--- src/rtl/regfile_sb_pkg.sv ---
// -----------------------------------------------------------------------------
// regfile_sb_pkg
// Shared sizing constants and types for the register file / write scoreboard
// slice. Imported by the interface, the scoreboard and the top.
//   DW       : data width of every register and of the writeback bus
//   AW       : register address width (NREG = 2**AW registers, R0 reads zero)
//   CNT_W    : width of each per-register in-flight write counter
//   CNT_MAX  : saturation value of a counter (2**CNT_W - 1)
//   REG_ZERO : address of the hardwired-zero register
// -----------------------------------------------------------------------------
package regfile_sb_pkg;

  localparam int DW    = 32;
  localparam int AW    = 5;
  localparam int CNT_W = 2;
  localparam int NREG  = 1 << AW;

  typedef logic [DW-1:0]    data_t;
  typedef logic [AW-1:0]    addr_t;
  typedef logic [CNT_W-1:0] cnt_t;
  typedef logic [NREG-1:0]  pending_t;

  localparam cnt_t  CNT_MAX  = '1;
  localparam addr_t REG_ZERO = '0;

endpackage : regfile_sb_pkg

--- src/rtl/regfile_sb_if.sv ---
// -----------------------------------------------------------------------------
// regfile_sb_if
// Bundles the writeback write port, the two decode read ports and the issue /
// scoreboard handshake of regfile_sb.
//   master : the pipeline side (writeback stage + decode); drives RW/DA/BUS_D,
//            the read addresses and the issue request, observes read data,
//            STALL, PENDING and SB_ERR.
//   slave  : the register file itself (regfile_sb).
// -----------------------------------------------------------------------------
interface regfile_sb_if;
  import regfile_sb_pkg::*;

  // Writeback write port
  logic     RW;
  addr_t    DA;
  data_t    BUS_D;

  // Decode read ports
  addr_t    AA;
  addr_t    BA;
  logic     USE_A;
  logic     USE_B;
  data_t    A_DATA;
  data_t    B_DATA;

  // Issue / scoreboard
  logic     ISSUE;
  logic     ISSUE_RW;
  addr_t    ISSUE_DA;
  logic     STALL;
  pending_t PENDING;
  logic     SB_ERR;

  modport master (
    output RW, DA, BUS_D,
    output AA, BA, USE_A, USE_B,
    output ISSUE, ISSUE_RW, ISSUE_DA,
    input  A_DATA, B_DATA, STALL, PENDING, SB_ERR
  );

  modport slave (
    input  RW, DA, BUS_D,
    input  AA, BA, USE_A, USE_B,
    input  ISSUE, ISSUE_RW, ISSUE_DA,
    output A_DATA, B_DATA, STALL, PENDING, SB_ERR
  );

endinterface : regfile_sb_if

--- src/rtl/regfile_sb_scoreboard.sv ---
// -----------------------------------------------------------------------------
// reg_scoreboard
// Per-register in-flight write counters. Decode issuing an instruction that
// writes Rn bumps counter n; the matching writeback decrements it. A read of a
// register with outstanding writes is a hazard and stalls issue, unless the
// only outstanding write is landing this very cycle (the read bypass covers
// it). A destination whose counter is saturated also stalls issue.
//   clk, rst  : clock, asynchronous active-high reset
//   wb, da    : accepted writeback this cycle and its destination
//   aa, ba    : read port addresses; use_a/use_b qualify them
//   issue     : decode issue request; issue_rw/issue_da describe its write
//   stall     : issue refused this cycle (combinational)
//   pending   : bit n set while counter n is non-zero (bit 0 always 0)
//   sb_err    : sticky, writeback arrived for a register with no pending write
// -----------------------------------------------------------------------------
module reg_scoreboard
  import regfile_sb_pkg::*;
(
  input  logic     clk,
  input  logic     rst,
  input  logic     wb,
  input  addr_t    da,
  input  addr_t    aa,
  input  addr_t    ba,
  input  logic     use_a,
  input  logic     use_b,
  input  logic     issue,
  input  logic     issue_rw,
  input  addr_t    issue_da,
  output logic     stall,
  output pending_t pending,
  output logic     sb_err
);

  cnt_t     cnt [NREG];
  logic     haz_a;
  logic     haz_b;
  logic     full;
  logic     acc;
  pending_t inc_v;
  pending_t dec_v;

  // A hazard is waived only when the single outstanding write is the one
  // arriving now: the bypass mux in the top then delivers the fresh value.
  function automatic logic read_hazard(input logic use_p, input addr_t a,
                                       input cnt_t c, input logic wb_i,
                                       input addr_t da_i);
    return use_p && (a != REG_ZERO) && (c != '0) &&
           !((c == cnt_t'(1)) && wb_i && (da_i == a));
  endfunction

  assign haz_a = read_hazard(use_a, aa, cnt[aa], wb, da);
  assign haz_b = read_hazard(use_b, ba, cnt[ba], wb, da);

  // A saturated counter may still accept a new issue when a writeback to the
  // same register frees a slot in the same cycle (inc and dec cancel).
  assign full = issue_rw && (issue_da != REG_ZERO) &&
                (cnt[issue_da] == CNT_MAX) && !(wb && (da == issue_da));

  assign stall = issue && (haz_a || haz_b || full);
  assign acc   = issue && !stall && issue_rw && (issue_da != REG_ZERO);

  // NOTE: every always_comb output gets a default before any conditional
  // update so that no path leaves it unassigned and infers a latch.
  always_comb begin
    inc_v   = '0;
    dec_v   = '0;
    pending = '0;
    for (int n = 1; n < NREG; n++) begin
      inc_v[n]   = acc && (issue_da == addr_t'(n));
      dec_v[n]   = wb  && (da == addr_t'(n));
      pending[n] = (cnt[n] != '0);
    end
  end

  // NOTE: the counter array is small and must read as empty straight after
  // reset, so it is reset element by element rather than left as memory.
  // NOTE: sequential state uses non-blocking assignments only, so every
  // register samples pre-edge values regardless of statement order.
  always_ff @(posedge clk or posedge rst) begin
    if (rst) begin
      for (int n = 0; n < NREG; n++) begin
        cnt[n] <= '0;
      end
      sb_err <= 1'b0;
    end else begin
      for (int n = 1; n < NREG; n++) begin
        // A writeback with nothing outstanding is a pipeline bookkeeping bug;
        // flag it and hold the counter at zero rather than wrapping.
        if (dec_v[n] && (cnt[n] == '0)) begin
          sb_err <= 1'b1;
        end
        unique case ({inc_v[n], dec_v[n]})
          2'b10:   cnt[n] <= cnt[n] + cnt_t'(1);
          2'b01:   if (cnt[n] != '0) cnt[n] <= cnt[n] - cnt_t'(1);
          default: cnt[n] <= cnt[n];
        endcase
      end
    end
  end

endmodule : reg_scoreboard

--- src/rtl/regfile_sb.sv ---
// -----------------------------------------------------------------------------
// regfile_sb
// Register file with write scoreboard at the receiving end of writeback.
// One write port (RW/DA/BUS_D) and two combinational read ports with
// same-cycle writeback bypass; R0 is hardwired to zero. The scoreboard
// sub-module tracks in-flight writes per register and stalls decode on
// read-after-write hazards or counter saturation.
//   CLOCK : single clock, all state updates on the rising edge
//   RESET : asynchronous active-high, clears registers, counters and SB_ERR
//   bus   : regfile_sb_if.slave - write port, read ports, issue handshake,
//           A_DATA/B_DATA, STALL, PENDING, SB_ERR
// -----------------------------------------------------------------------------
module regfile_sb
  import regfile_sb_pkg::*;
(
  input  logic         CLOCK,
  input  logic         RESET,
  regfile_sb_if.slave  bus
);

  data_t regs [NREG];
  logic  wb;
  data_t a_data;
  data_t b_data;

  // Writes to R0 are dropped here and never reach the scoreboard either.
  assign wb = bus.RW && (bus.DA != REG_ZERO);

  always_ff @(posedge CLOCK or posedge RESET) begin
    if (RESET) begin
      for (int n = 0; n < NREG; n++) begin
        regs[n] <= '0;
      end
    end else if (wb) begin
      regs[bus.DA] <= bus.BUS_D;
    end
  end

  // Read ports: R0 forces zero, otherwise a writeback landing this cycle to
  // the same address wins over the stored value.
  always_comb begin
    a_data = '0;
    if (bus.AA != REG_ZERO) begin
      a_data = (wb && (bus.DA == bus.AA)) ? bus.BUS_D : regs[bus.AA];
    end
  end

  always_comb begin
    b_data = '0;
    if (bus.BA != REG_ZERO) begin
      b_data = (wb && (bus.DA == bus.BA)) ? bus.BUS_D : regs[bus.BA];
    end
  end

  assign bus.A_DATA = a_data;
  assign bus.B_DATA = b_data;

  reg_scoreboard u_scoreboard (
    .clk      (CLOCK),
    .rst      (RESET),
    .wb       (wb),
    .da       (bus.DA),
    .aa       (bus.AA),
    .ba       (bus.BA),
    .use_a    (bus.USE_A),
    .use_b    (bus.USE_B),
    .issue    (bus.ISSUE),
    .issue_rw (bus.ISSUE_RW),
    .issue_da (bus.ISSUE_DA),
    .stall    (bus.STALL),
    .pending  (bus.PENDING),
    .sb_err   (bus.SB_ERR)
  );

endmodule : regfile_sb

--- src/flat_wrapper.sv ---
// flat-port wrapper written by rule: the top's interface ports become plain ports
module regfile_sb_flat import regfile_sb_pkg::*;
  (CLOCK, RESET, bus_RW, bus_DA, bus_BUS_D, bus_AA, bus_BA, bus_USE_A, bus_USE_B, bus_ISSUE, bus_ISSUE_RW, bus_ISSUE_DA, bus_A_DATA, bus_B_DATA, bus_STALL, bus_PENDING, bus_SB_ERR);
  regfile_sb_if bus_i ();
  input  logic CLOCK;
  input  logic RESET;
  input wire logic [$bits(bus_i.RW)-1:0] bus_RW;
  input wire logic [$bits(bus_i.DA)-1:0] bus_DA;
  input wire logic [$bits(bus_i.BUS_D)-1:0] bus_BUS_D;
  input wire logic [$bits(bus_i.AA)-1:0] bus_AA;
  input wire logic [$bits(bus_i.BA)-1:0] bus_BA;
  input wire logic [$bits(bus_i.USE_A)-1:0] bus_USE_A;
  input wire logic [$bits(bus_i.USE_B)-1:0] bus_USE_B;
  input wire logic [$bits(bus_i.ISSUE)-1:0] bus_ISSUE;
  input wire logic [$bits(bus_i.ISSUE_RW)-1:0] bus_ISSUE_RW;
  input wire logic [$bits(bus_i.ISSUE_DA)-1:0] bus_ISSUE_DA;
  output wire logic [$bits(bus_i.A_DATA)-1:0] bus_A_DATA;
  output wire logic [$bits(bus_i.B_DATA)-1:0] bus_B_DATA;
  output wire logic [$bits(bus_i.STALL)-1:0] bus_STALL;
  output wire logic [$bits(bus_i.PENDING)-1:0] bus_PENDING;
  output wire logic [$bits(bus_i.SB_ERR)-1:0] bus_SB_ERR;
  assign bus_i.RW = bus_RW;
  assign bus_i.DA = bus_DA;
  assign bus_i.BUS_D = bus_BUS_D;
  assign bus_i.AA = bus_AA;
  assign bus_i.BA = bus_BA;
  assign bus_i.USE_A = bus_USE_A;
  assign bus_i.USE_B = bus_USE_B;
  assign bus_i.ISSUE = bus_ISSUE;
  assign bus_i.ISSUE_RW = bus_ISSUE_RW;
  assign bus_i.ISSUE_DA = bus_ISSUE_DA;
  assign bus_A_DATA = bus_i.A_DATA;
  assign bus_B_DATA = bus_i.B_DATA;
  assign bus_STALL = bus_i.STALL;
  assign bus_PENDING = bus_i.PENDING;
  assign bus_SB_ERR = bus_i.SB_ERR;
  regfile_sb u_core (.CLOCK(CLOCK), .RESET(RESET), .bus(bus_i));
endmodule
--- config.mk ---
export PLATFORM = sky130hd
export DESIGN_NAME = regfile_sb_flat
export DESIGN_NICKNAME = d
export VERILOG_FILES = /design/src/rtl/regfile_sb_pkg.sv /design/src/rtl/regfile_sb_if.sv /design/src/rtl/regfile_sb_scoreboard.sv /design/src/rtl/regfile_sb.sv /design/src/flat_wrapper.sv
export SDC_FILE = /design/constraint.sdc
export NUM_CORES = 2
export LEC_CHECK = 0
export CAP_MARGIN = 20
export CELL_PAD_IN_SITES_DETAIL_PLACEMENT = 0
export CELL_PAD_IN_SITES_GLOBAL_PLACEMENT = 1
export CORE_ASPECT_RATIO = 0.8
export CORE_MARGIN = 3
export CORE_UTILIZATION = 43
export DETAILED_ROUTE_END_ITERATION = 7
export PLACE_DENSITY = 0.77
export SYNTH_ARGS = -nofsm -noshare
export SYNTH_HDL_FRONTEND = slang
export SYNTH_SLANG_ARGS = --single-unit
--- constraint.sdc ---
create_clock -name CLOCK -period 49.5 [get_ports CLOCK]
set_clock_uncertainty 0.2 [all_clocks]
set_input_delay 7.425 -clock CLOCK [delete_from_list [all_inputs] [get_ports CLOCK]]
set_output_delay 7.425 -clock CLOCK [all_outputs]
set_load 0.005 [all_outputs]
### Yosys cells after proc, flatten, opt, wreduce, memory -nomap -nowiden

Cells that the tools add are included.

* input port bits: 59
* register bits after elaboration: 1087

* reduce and logical (&&, ||, !) cells: 252
* bitwise gates (word level): 4
* equality and inequality tests: 161
* mux-type cells: 115
* add/subtract/negate cells: 62
* order comparisons: 5

Operator list (number)
* 1024-bit bitwise mux: 1
* 32-bit binary-select mux with 5-bit select: 2
* 32-bit 2-to-1 mux: 9
* 32-bit demux with 5-bit select: 1
* 5-bit equality test (second input constant): 32
* 2-bit nonzero test: 64
* 2-bit case mux with 2 select lines: 31
* 1-bit logical AND: 115
* 5-bit by 4-bit equality test with 1-bit output (second input constant): 16
* 2-bit 2-to-1 mux: 37
* 2-bit by 1-bit equality test with 1-bit output (second input constant): 33
* 2-bit equality test (second input constant): 32
* 2-bit by 1-bit adder with 2-bit output (second input constant): 31
* 2-bit logical NOT: 31
* 2-bit != test (second input constant): 31
* 2-bit AND reduction: 31
* 2-bit by 1-bit subtractor with 2-bit output (second input constant): 31
* 5-bit by 3-bit equality test with 1-bit output (second input constant): 8
* 1-bit 2-to-1 mux: 31
* 31-bit nonzero test: 1
* 2-bit binary-select mux with 5-bit select: 3
* 6-bit >= comparator (second input constant): 4
* 5-bit inverter with 6-bit output: 4
* 5-bit by 2-bit equality test with 1-bit output (second input constant): 4
* other kinds (6): 16

### Logic depth before layout (Yosys ltp)

* depth in word-level cells: 35
* depth in mapped cells: 14
* depth with buffers taken out: 8

### Cells and area by module

From an unflattened synthesis, not the netlist that was laid out.

* cells, all modules: 4636
* area, all modules: 62647.6 um2

By module, submodules not included
* regfile_sb: cells each 3852, area each 55863.6 um2, times used 1
* reg_scoreboard: cells each 784, area each 6784.0 um2, times used 1

### Least setup slack after synthesis

OpenSTA, ideal clock, no wires.

* kind: in2out
* start point: input port bus_BA[4]
* end point: output port bus_STALL
* cell stages on the path: 11
* arrival: 9774 ps
* path slack: 32101 ps
* data required time: 41875 ps
* cells stage by stage: clkbuf_1 -> buf_1 -> mux4_2 -> mux2i_1 -> mux2i_1 -> mux2_2 -> a2bb2oi_1 -> nand3_4 -> buf_4 -> buf_2 -> and2_1

* word-level cells in the longest chain between the ends: 12
* elaborated cells between the ends (all ways): 17

Ends and longest elaborated chain
* start, declared: RTL line flat_wrapper.sv:11 `input wire logic [$bits(bus_i.BA)-1:0] bus_BA;`
* 5-bit inverter with 6-bit output (not written as such): RTL line regfile_sb_scoreboard.sv:53 `assign haz_b = read_hazard(use_b, ba, cnt[ba], wb, da);`
* 2-bit binary-select mux with 5-bit select: RTL line regfile_sb_scoreboard.sv:53
* 2-bit 2-to-1 mux (not written as such) (2 in a row): RTL line regfile_sb_scoreboard.sv:53
* 2-bit by 1-bit equality test with 1-bit output: RTL line regfile_sb_scoreboard.sv:49 `!((c == cnt_t'(1)) && wb_i && (da_i == a));`
* 1-bit logical AND (2 in a row): RTL line regfile_sb_scoreboard.sv:49
* 1-bit logical NOT: RTL line regfile_sb_scoreboard.sv:49
* 1-bit logical AND (*): RTL line regfile_sb_scoreboard.sv:48 `return use_p && (a != REG_ZERO) && (c != '0) &&`
* 1-bit logical OR (*) (2 in a row): RTL line regfile_sb_scoreboard.sv:60 `assign stall = issue && (haz_a || haz_b || full);`
* 1-bit logical AND (*): RTL line regfile_sb_scoreboard.sv:60
* end, declared: RTL line flat_wrapper.sv:19 `output wire logic [$bits(bus_i.STALL)-1:0] bus_STALL;`

Mark *: on every way between the ends. The rest lies on a longest branch, timed or not. The select of a mux whose other input is x is not followed.

### Worst setup path after layout

* start point: input port bus_BA[0]
* end point: output port bus_B_DATA[13]

* word-level cells in the longest chain between the ends: 6
* elaborated cells between the ends (all ways): 9

Ends and longest elaborated chain
* 5-bit inverter with 6-bit output (not written as such): RTL line regfile_sb.sv:51 `b_data = (wb && (bus.DA == bus.BA)) ? bus.BUS_D : regs[bus.BA];`
* 32-bit binary-select mux with 5-bit select: RTL line regfile_sb.sv:51
* 32-bit 2-to-1 mux (not written as such) (2 in a row): RTL line regfile_sb.sv:51
* 32-bit 2-to-1 mux: RTL line regfile_sb.sv:51
* 32-bit 2-to-1 mux (*): RTL line regfile_sb.sv:50 `if (bus.BA != REG_ZERO) begin`
* end, declared: RTL line flat_wrapper.sv:18 `output wire logic [$bits(bus_i.B_DATA)-1:0] bus_B_DATA;`

Marked as above.

==> metrics.txt <==
initial antenna violation count=0; Hold Slack=0.192 ns; Crit path required time=41.88 ns; Synth warnings=2; die area=147000 um^2; Max Slew Vio Count=0; I/O pin cnt=157; Core Footprint=141000 um^2; DRT iter0 DRCs=6188; hold buffers post-CTS=0; EDFF count, synth=0; run status=finished, final reports clean; Max Cap Violations=0; Worst VDD drop=33.9 uV; Clock Tree Root=clkbuf_16; TritonCTS clock tree=yes; largest net degree at the start of global routing=160; IO Port Bufs=155; Pwr Density=39.7 nW/um^2; RSZ-0062 raised after global routing=false; Tot Pwr=2720 uW; critical path class=in2out; length of routed met2 wiring=98.4 mm; hold crit path type=reg2reg; setup_tns=0 ns; CP startpoint kind=primary input; CTS resizes=0; Most used DFF post-synth=dfrtp_1; critical path peak fanout=69; final critical-path required period=20.38 ns; Antenna diodes=0; post-synthesis sequential area ratio=44.5%; Remaining Overflow, GRT=0; clk slew on worst S/H paths=0.06 ns; H-tree levels=3; max_slew headroom=19.4%; top-area cell type share of the netlist area=44.5%; global-route wire length before repair=313 mm; Detailed Place HPWL=113 mm; drt first pass iters=7; std cell rows=123; fraction of layout cells with a size suffix above 1=28.6%; DR top layer=met4; Placer Congestion=0.885; Syn Nets=5396; Yosys reg bits=1087; Sequential Power Share=43.7%; synthesized instance count=5337; die width=428 um; DR vias=45500; ANT nets after route=0; Num CTS Buffers=114; Sink Count=1087; Clock power frac=34.3%; count of final setup violators=0; async set-reset flop share out of synthesis=100%; combinational group share of total power=22.0%; actual slew at the worst max-slew pin=1.21 ns; Avg Inst Size Synth=11.5 um^2; fin crit share=41.2%; distinct cell type count after synthesis=53; leading area contributor after synthesis=dfrtp_1; vias per cell=6.31; Post-layout nets=5293; Routed WL per cell=29.6 um; Pint=1940 uW; Psw=781 uW; Post-Syn Area=61100 um^2; met3 wire length=20.2 mm; switching share of power=28.7%; DRC viols=0; Total GRT Usage=29.1%; LEAKAGE=0.0313 uW; P&R area growth vs syn=12.1%; initial core utilization=43.4%; Post-CTS Setup Bufs=0; Final Hold Viols=0; WL final=213 mm; clk_lat worst skew=0.75 ns; Die Y-Extent=343 um; critical path capture point type=output port; WL met1=85.0 mm; vias in the first global route=44500; WP data arrival=12.76 ns; Area contributors post-synth=dfrtp_1 44%, mux4_2 25%, nand2_1 11%, mux2_2 7.7%, clkbuf_1 2.5%; fmax=0.0491 GHz; clk buf depth=3
==> per-stage QoR <==
| stage | cells | instance area [um^2] | setup slack (ns) | util [%] |
|---|---|---|---|---|
| final | 7205 | 68500 | 29.12 | 48.7 |
| after global routing | 7205 | 68500 | 28.66 | 48.7 |
| after CTS | 7197 | 68300 | 29.01 | 48.5 |
| after detailed placement | 6985 | 64300 | 29.01 | 45.7 |
| after global placement | 6982 | 64300 | 29.04 | 45.6 |
| after floorplan | 5337 | 61100 | 11.27 | - |
==> cells by family (layout without fill, tap and decap cells) <==
logic type | Yosys count | in the layout | share of synthesized area (%)
flip-flops | 1087 | 1087 | 44.5
AO/OA/AOI/OAI | 250 | 250 | 2.92
multiplexers | 1188 | 1188 | 34.1
buffers and inverters | 554 | 547 | 3.61
other | 1 | 1 | 0.00613
XOR/XNOR | 15 | 15 | 0.215
AND/OR/NAND/NOR | 2242 | 2242 | 14.7
==> state kept, by name, summed over array words and instances (netlist names) <==
name and flops:
u_core.regs 1024, u_core.u_scoreboard.cnt 62, u_core.u_scoreboard.sb_err 1
==> cells in the final DEF, fill, tap and decap left out, drive strengths merged, types with 11 or more instances in the layout <==
cell type and n:
o2111ai 21, mux2 419, or2 28, o211ai 12, buf 143, and3 20
nor4 14, a211o 29, dfrtp 1087, a211oi 34, a21oi 39, o41ai 11
nor3 23, clkbuf 163, nor3b 12, nand2 1865, nand2b 15, o21ai 46
mux2i 97, clkdlybuf4s50 144, and2 19, nor2 170, mux4 672, inv 50
o22ai 23, clkinv 27, bufinv 16, nand3 27
==> final cells by class <==
type,count,area [um^2]
inverter,46,180
clock buffer,161,3300
multi-input combinational,3696,32000
timing repair buffer,289,2750
sequential,1087,27200
tap,1875,2350
clock inverter,51,714
fill,12300,72300
==> path summary, 6_finish.rpt <==
| kind | startpoint | end | slack, ns | depth (start not counted) |
|---|---|---|---|---|
| max | bus_BA[0] | bus_B_DATA[13] | 29.12 | 9 |
| max in group asynchronous | RESET | u_core.regs[539] | 38.18 | 6 |
| min reg2reg | u_core.regs[1014] | u_core.regs[1014] | 0.19 | 0 |
| max reg2reg | u_core.u_scoreboard.cnt[43] | u_core.u_scoreboard.cnt[18] | 44.83 | 8 |
| min in group asynchronous | RESET | u_core.regs[645] | 6.94 | 2 |
| min | u_core.regs[1014] | u_core.regs[1014] | 0.19 | 0 |
==> power by group through the flow <==
stage	combinational, uW	sequential [uW]	clock, uW
after floorplan	447	1150	0
after global placement	581	1190	0
after detailed placement	596	1190	0
after CTS	597	1180	940
after global routing	648	1210	976
final	598	1190	932
==> cell usage after synthesis, drive strengths merged (2+ instances only) <==
cell type	instances
mux2	419
nor2b	9
a22oi	3
nand2	1865
a211o	29
a21o	10
nand3	27
and3	20
a31oi	2
o211ai	12
o2bb2ai	5
and3b	7
mux2i	97
nor3b	12
nor4b	10
o41ai	11
nor2	170
dfrtp	1087
or2	28
mux4	672
a21oi	39
nand4	5
or4	3
or3	6
nand3b	8
xor2	9
xnor2	6
nor4	14
inv	46
clkbuf	409
o22a	2
a211oi	34
o21ai	46
nor3	23
buf	99
o2111ai	21
and2	19
a311oi	2
o22ai	23
nand2b	15
a2bb2oi	8
==> critical path, cell delays in order <==
cell and delay [ns]:
buf_8 0.54, buf_4 0.88, buf_4 0.83, buf_4 0.74, mux4_2 0.59, mux4_2 0.48
mux2i_1 0.33, a211oi_1 0.14, clkdlybuf4s50_1 0.49
==> metal layers <==
metal | vias to the layer above | global-route usage, %
met5 | - | 0
met4 | 0 | 11.1
met3 | 479 | 5.72
met2 | 2629 | 45.2
met1 | 23700 | 40.6
li1 | 18700 | -
Power figures use the tool's default switching activity.
